`src/rtl/angle_match_pkg.sv`:
```
// angle_match_pkg
// Shared types and helpers for the angle matching stage.
//   state_t   : scan controller states (IDLE, SCAN, DONE)
//   addrWidth : address bits needed to index a table of a given depth
//   distMax   : largest representable distance for a given angle width
package angle_match_pkg;

  typedef enum logic [1:0] {
    IDLE = 2'd0,
    SCAN = 2'd1,
    DONE = 2'd2
  } state_t;

  // A single-entry table still needs one address bit to keep port widths legal.
  function automatic int addrWidth(input int depth);
    return (depth > 1) ? $clog2(depth) : 1;
  endfunction

  // All-ones value of the given width, used to seed the best-distance search.
  function automatic logic [63:0] distMax(input int width);
    return (width >= 64) ? {64{1'b1}} : ((64'd1 << width) - 64'd1);
  endfunction

endpackage

```
`src/rtl/angle_match_dist.sv`:
```
// angle_dist
// Combinational distance between a phase sample and one table angle.
//   i_angle : signed phase sample
//   i_entry : signed table angle
//   o_dist  : unsigned distance, linear (WRAP=0) or circular mod 2^WIDTH (WRAP=1)
module angle_dist #(
  parameter int WIDTH = 32,
  parameter int WRAP  = 0
) (
  input  logic [WIDTH-1:0] i_angle,
  input  logic [WIDTH-1:0] i_entry,
  output logic [WIDTH-1:0] o_dist
);

  if (WRAP != 0) begin : g_wrap
    // Difference wraps naturally in WIDTH bits; negating the most negative
    // value yields 2^(WIDTH-1) when read as unsigned, which is the intended result.
    logic [WIDTH-1:0] w_d;
    assign w_d    = i_angle - i_entry;
    assign o_dist = w_d[WIDTH-1] ? -w_d : w_d;
  end else begin : g_linear
    // One extra bit keeps the true signed difference; saturate if the
    // magnitude ever spills past WIDTH bits.
    logic [WIDTH:0] w_d;
    logic [WIDTH:0] w_mag;
    assign w_d    = {i_angle[WIDTH-1], i_angle} - {i_entry[WIDTH-1], i_entry};
    assign w_mag  = w_d[WIDTH] ? -w_d : w_d;
    assign o_dist = w_mag[WIDTH] ? {WIDTH{1'b1}} : w_mag[WIDTH-1:0];
  end

endmodule

```
`src/rtl/angle_match.sv`:
```
// angle_match
// Finds the angle-table entry closest to each incoming phase sample by
// walking the table one entry per clock through the RAM's async read port.
//   clk, rst            : clock and synchronous active-high reset
//   in_valid/in_ready   : sample handshake, in_angle is the signed sample
//   ram_address/ram_data: table read port (data is same-cycle combinational)
//   out_valid/out_ready : result handshake, out_index/out_diff is the result
//   busy                : a sample is being scanned or its result is pending
module angle_match
  import angle_match_pkg::*;
#(
  parameter  int WIDTH = 32,
  parameter  int DEPTH = 18,
  parameter  int WRAP  = 0,
  localparam int AW    = addrWidth(DEPTH)
) (
  input  logic             clk,
  input  logic             rst,
  input  logic             in_valid,
  output logic             in_ready,
  input  logic [WIDTH-1:0] in_angle,
  output logic [AW-1:0]    ram_address,
  input  logic [WIDTH-1:0] ram_data,
  output logic             out_valid,
  input  logic             out_ready,
  output logic [AW-1:0]    out_index,
  output logic [WIDTH-1:0] out_diff,
  output logic             busy
);

  localparam logic [WIDTH-1:0] DIST_MAX = WIDTH'(distMax(WIDTH));
  localparam logic [AW-1:0]    LAST     = AW'(DEPTH - 1);

  state_t           r_state;
  logic [AW-1:0]    r_addr;
  logic [WIDTH-1:0] r_angle;
  logic [WIDTH-1:0] r_bestDiff;
  logic [AW-1:0]    r_bestIdx;

  logic [WIDTH-1:0] w_dist;
  logic             w_better;
  logic [WIDTH-1:0] w_nextDiff;
  logic [AW-1:0]    w_nextIdx;

  angle_dist #(
    .WIDTH (WIDTH),
    .WRAP  (WRAP)
  ) u_dist (
    .i_angle (r_angle),
    .i_entry (ram_data),
    .o_dist  (w_dist)
  );

  // Strict compare so that ties keep the earlier (lower) index, and an entry
  // at DIST_MAX can never displace the seeded best.
  assign w_better   = (w_dist < r_bestDiff);
  assign w_nextDiff = w_better ? w_dist : r_bestDiff;
  assign w_nextIdx  = w_better ? r_addr : r_bestIdx;

  assign ram_address = r_addr;
  assign in_ready    = (r_state == IDLE) && !rst;
  assign busy        = (r_state != IDLE);

  // Scan controller: accept a sample, walk every table entry keeping the
  // running best, then hold the result until downstream takes it.
  always_ff @(posedge clk) begin
    if (rst) begin
      r_state    <= IDLE;
      r_addr     <= '0;
      r_angle    <= '0;
      r_bestDiff <= '0;
      r_bestIdx  <= '0;
      out_valid  <= 1'b0;
      out_index  <= '0;
      out_diff   <= '0;
    end else begin
      case (r_state)
        IDLE: begin
          r_addr <= '0;
          if (in_valid) begin
            r_angle    <= in_angle;
            r_bestDiff <= DIST_MAX;
            r_bestIdx  <= '0;
            r_state    <= SCAN;
          end
        end
        SCAN: begin
          r_bestDiff <= w_nextDiff;
          r_bestIdx  <= w_nextIdx;
          if (r_addr == LAST) begin
            // The last entry is folded in here directly, not via r_best*.
            out_index <= w_nextIdx;
            out_diff  <= w_nextDiff;
            out_valid <= 1'b1;
            r_addr    <= '0;
            r_state   <= DONE;
          end else begin
            r_addr <= r_addr + 1'b1;
          end
        end
        DONE: begin
          if (out_ready) begin
            out_valid <= 1'b0;
            r_state   <= IDLE;
          end
        end
        default: r_state <= IDLE;
      endcase
    end
  end

endmodule
```
`config.mk`:
```
export PLATFORM = sky130hd
export DESIGN_NAME = angle_match
export DESIGN_NICKNAME = d
export VERILOG_FILES = /design/src/rtl/angle_match_pkg.sv /design/src/rtl/angle_match_dist.sv /design/src/rtl/angle_match.sv
export SDC_FILE = /design/constraint.sdc
export NUM_CORES = 1
export LEC_CHECK = 0
export BUFFER_PORTS_ARGS = -buffer_cell sky130_fd_sc_hd__buf_2
export CAP_MARGIN = 20
export CELL_PAD_IN_SITES_DETAIL_PLACEMENT = 1
export CELL_PAD_IN_SITES_GLOBAL_PLACEMENT = 1
export CORE_UTILIZATION = 47
export CTS_CLUSTER_DIAMETER = 60
export DETAILED_ROUTE_END_ITERATION = 8
export GPL_TIMING_DRIVEN = 0
export PLACE_DENSITY_LB_ADDON = 0.1
export SETUP_SLACK_MARGIN = 0.5
export SLEW_MARGIN = 5
export SYNTH_ARGS = -nofsm -noshare
export SYNTH_HDL_FRONTEND = slang
export SYNTH_HIERARCHICAL = 1
export SYNTH_SLANG_ARGS = --single-unit
```
`constraint.sdc`:
```
create_clock -name clk -period 11.05 [get_ports clk]
set_input_delay 0.5525 -clock clk [delete_from_list [all_inputs] [get_ports clk]]
set_output_delay 0.5525 -clock clk [all_outputs]
set_load 0.02 [all_outputs]
```
==> metrics.csv <==
metric,value,unit
CP Buf/Inv Count,4,
DP Cell Count,1443,
CP max stage delay,480,ps
GP Congestion,0.881,
worst-case clock buffer depth,2,
clock-pin slew on the worst setup and hold paths,60,ps
Fin Clk Skew,9.76,ps
DRT Pass-1 Iters,4,
slowest library cell on the worst path,a2111o_1,
Die Y,137,um
final net count,1372,
WL per Instance,17.5,um
die width,137,um
area of the multi-input gates,5600,um2
register area share after synthesis,26.8,%
FP Rows,48,
core area,17500,um2
final setup fails,0,
CP max FO,10,
Final Power,1.73,mW
layout cell share with drive strength beyond 1,16.6,%
setup repair after global routing missed its margin,no,
status,"finished, final reports clean",
htree depth,4,
DR iter-0 viols,431,
Layout Cells excl Fill,1475,
Hold WS,362,ps
synth-to-layout area growth,17.1,%
power share of the clock group,33.9,%
worst-margin pin slew,803,ps
syn_area_per_cell,7.69,um2
starting density of the core,48.7,%
crit path kind,flop to flop,
synth warn,6,
I/O Buffers,111,
Post-synth EDFFs,0,
Hold Path Origin,in_angle[8],
largest net degree at the start of global routing,17,
Pwr Density,173,nW/um2
vias in the first global route,8458,
highest clock rate,150,MHz
Worst Path Arrival,6950,ps
# hold bufs at CTS,0,
Reg power frac,27.0,%
setup_tns,0,ps
vias,8315,
Mapped Cells,1107,
Seq. cell area,2280,um2
worst-path cell chain,inv_1 > ha_1 > fa_1 > nand2b_1 > a211oi_1 > o21ai_0 > a21oi_1 > mux2i_1 > o211ai_1 > nand4bb_1 > nor3_1 > nand4_1 > buf_2 > o211ai_1 > ha_1 > a2111oi_2 > o311ai_1 > a2111o_1 > a211oi_1 > buf_4 > buf_2 > nor2b_1 > nor3_2,
Filler cells,2237,
worst skew pair latency,430,ps
"Remaining Overflow, GRT",0,
"Hold Violations, Final",0,
reg2reg path depth,23,
post_cts resized,0,
post-route ant nets,0,
Hold EP,r_angle[8],
Synth cell types,76,
P_sw,0.645,mW
combinational power share,39.2,%
worst vdd ir,0.000129,V
Slew Limit Fails,0,
IO Pins,113,
Antenna Cells,0,
Worst Hold Class,primary input to flop,
leakage power figure,4.36,nW
Root Buffer,clkbuf_16,
prevailing post-synth register cell,dfxtp_1,
CTS Buf Count,17,
via/cell ratio,5.64,
CTS sink count,114,
Net Sw Frac,37.3,%
TritonCTS clock tree,done,
Setup Buffers After CTS,0,
synthesized flop and latch total,114,
r2r setup slk,4370,ps
crit share post-route,60.4,%
Residual DRC,0,
maxcap violations,0,
first-pass GRT wire length,42.3,mm
Slew HR,45.8,%
post-synthesis async set-or-reset flop share,0,%
Int Pwr,1.08,mW
hold path depth,3,
initial antenna violation count,0,
Mapped Nets,1242,
critical path's top delay family,compound AO/OA/AOI/OAI gates,
startpoint types,flop,
Required @ worst endpoint,11320,ps
Worst Setup End Kind,flop,
final WL,25.8,mm
hpwl dp,19.3,mm
Worst R2R Start,r_angle[0],
Worst R2R End,r_bestDiff[18],
most frequent cells in the layout,"nand2_1 (145), buf_2 (126), dfxtp_1 (114), nor2_1 (82)",
Setup crit start,r_angle[0],
Tmin final,6680,ps
Die ar.,18700,um2
gr usage total,29.0,%
Synth Cell Area,8520,um2
"most common cell after layout, fill and taps aside",nand2_1,
==> worst max-delay path by stage <==
stage,cells past startpoint,slack (ps),endpoint
finish,23,4370,r_bestDiff[18]
global route,23,4040,r_bestDiff[18]
CTS,24,4470,r_bestDiff[18]
detailed placement,23,4350,r_bestDiff[19]
global placement,23,4490,r_bestDiff[22]
floorplan,22,5550,r_bestDiff[20]
==> Yosys cell counts, drive strengths merged, types with 5 or more instances <==
| cell type | instances | area, um2 |
|---|---|---|
| nand2 | 145 | 544 |
| dfxtp | 114 | 2280 |
| nor2 | 84 | 320 |
| a21oi | 78 | 398 |
| nor3 | 77 | 480 |
| inv | 76 | 285 |
| ha | 66 | 826 |
| o21ai | 48 | 240 |
| a211oi | 47 | 353 |
| nor2b | 45 | 282 |
| mux2i | 36 | 360 |
| clkbuf | 33 | 124 |
| buf | 30 | 221 |
| xnor2 | 28 | 253 |
| xor2 | 21 | 184 |
| nand3 | 19 | 95.1 |
| nand4 | 15 | 93.8 |
| a21o | 12 | 97.6 |
| and3 | 12 | 75.1 |
| and2 | 11 | 68.8 |
| o211ai | 10 | 75.1 |
| a31oi | 8 | 65.1 |
| nand3b | 7 | 52.6 |
| nand2b | 6 | 37.5 |
| o211a | 5 | 50.1 |
| or2 | 5 | 31.3 |
| or3 | 5 | 31.3 |
==> power by group through the flow <==
stage	combinational [mW]	clock (mW)	sequential, mW
finish	0.677	0.585	0.467
global route	0.739	0.611	0.470
CTS	0.671	0.590	0.466
detailed placement	0.652	0	0.473
global placement	0.633	0	0.472
floorplan	0.498	0	0.467
==> tightest hold or removal path: stages <==
cell	delay, ps
buf_2	90
nand2_1	50
a21oi_1	50
==> per-layer routing <==
metal	track usage, %	vias to the layer above	routed length, um
li1	-	4156	-
met1	36.6	3950	12100
met2	49.8	169	12500
met3	3.78	40	728
met4	11.3	0	553
met5	0	-	0
==> cell families (layout without fill, tap and decap cells) <==
family	Yosys count	in the layout	share of synthesized area, %
XOR/XNOR	49	49	5.13
flip-flops	114	114	26.8
adder cells (fa/ha/maj)	67	67	9.93
AND/OR/NAND/NOR	445	445	26.3
AO/OA/AOI/OAI	257	257	20.2
buffers and inverters	139	282	7.40
multiplexers	36	36	4.23
==> sequential cells by signal, indices dropped and copies added, names as in the netlist <==
signal,count
out_diff,32
ram_address,5
out_index,5
r_bestIdx,5
r_bestDiff,32
r_angle,32
out_valid,1
r_state,2
==> through the flow <==
| stage | cell area, um2 | setup slack (ps) | util (%) |
|---|---|---|---|
| floorplan | 8520 | 5550 | - |
| global placement | 9350 | 4490 | 53.5 |
| detailed placement | 9350 | 4350 | 53.5 |
| CTS | 9970 | 4470 | 57.0 |
| global route | 9970 | 4040 | 57.0 |
| finish | 9970 | 4370 | 57.0 |
==> cell type report <==
type / instances / share of cell area, %
Tap cell: 225 / 2.82
Timing Repair Buffer: 111 / 5.57
Clock inverter: 14 / 1.77
Buffer: 63 / 3.46
Clock buffer: 18 / 4.41
Inverter: 76 / 2.86
Multi-Input combinational cell: 854 / 56.2
Sequential cell: 114 / 22.9
Note: power is estimated with default switching activity, not from simulation.
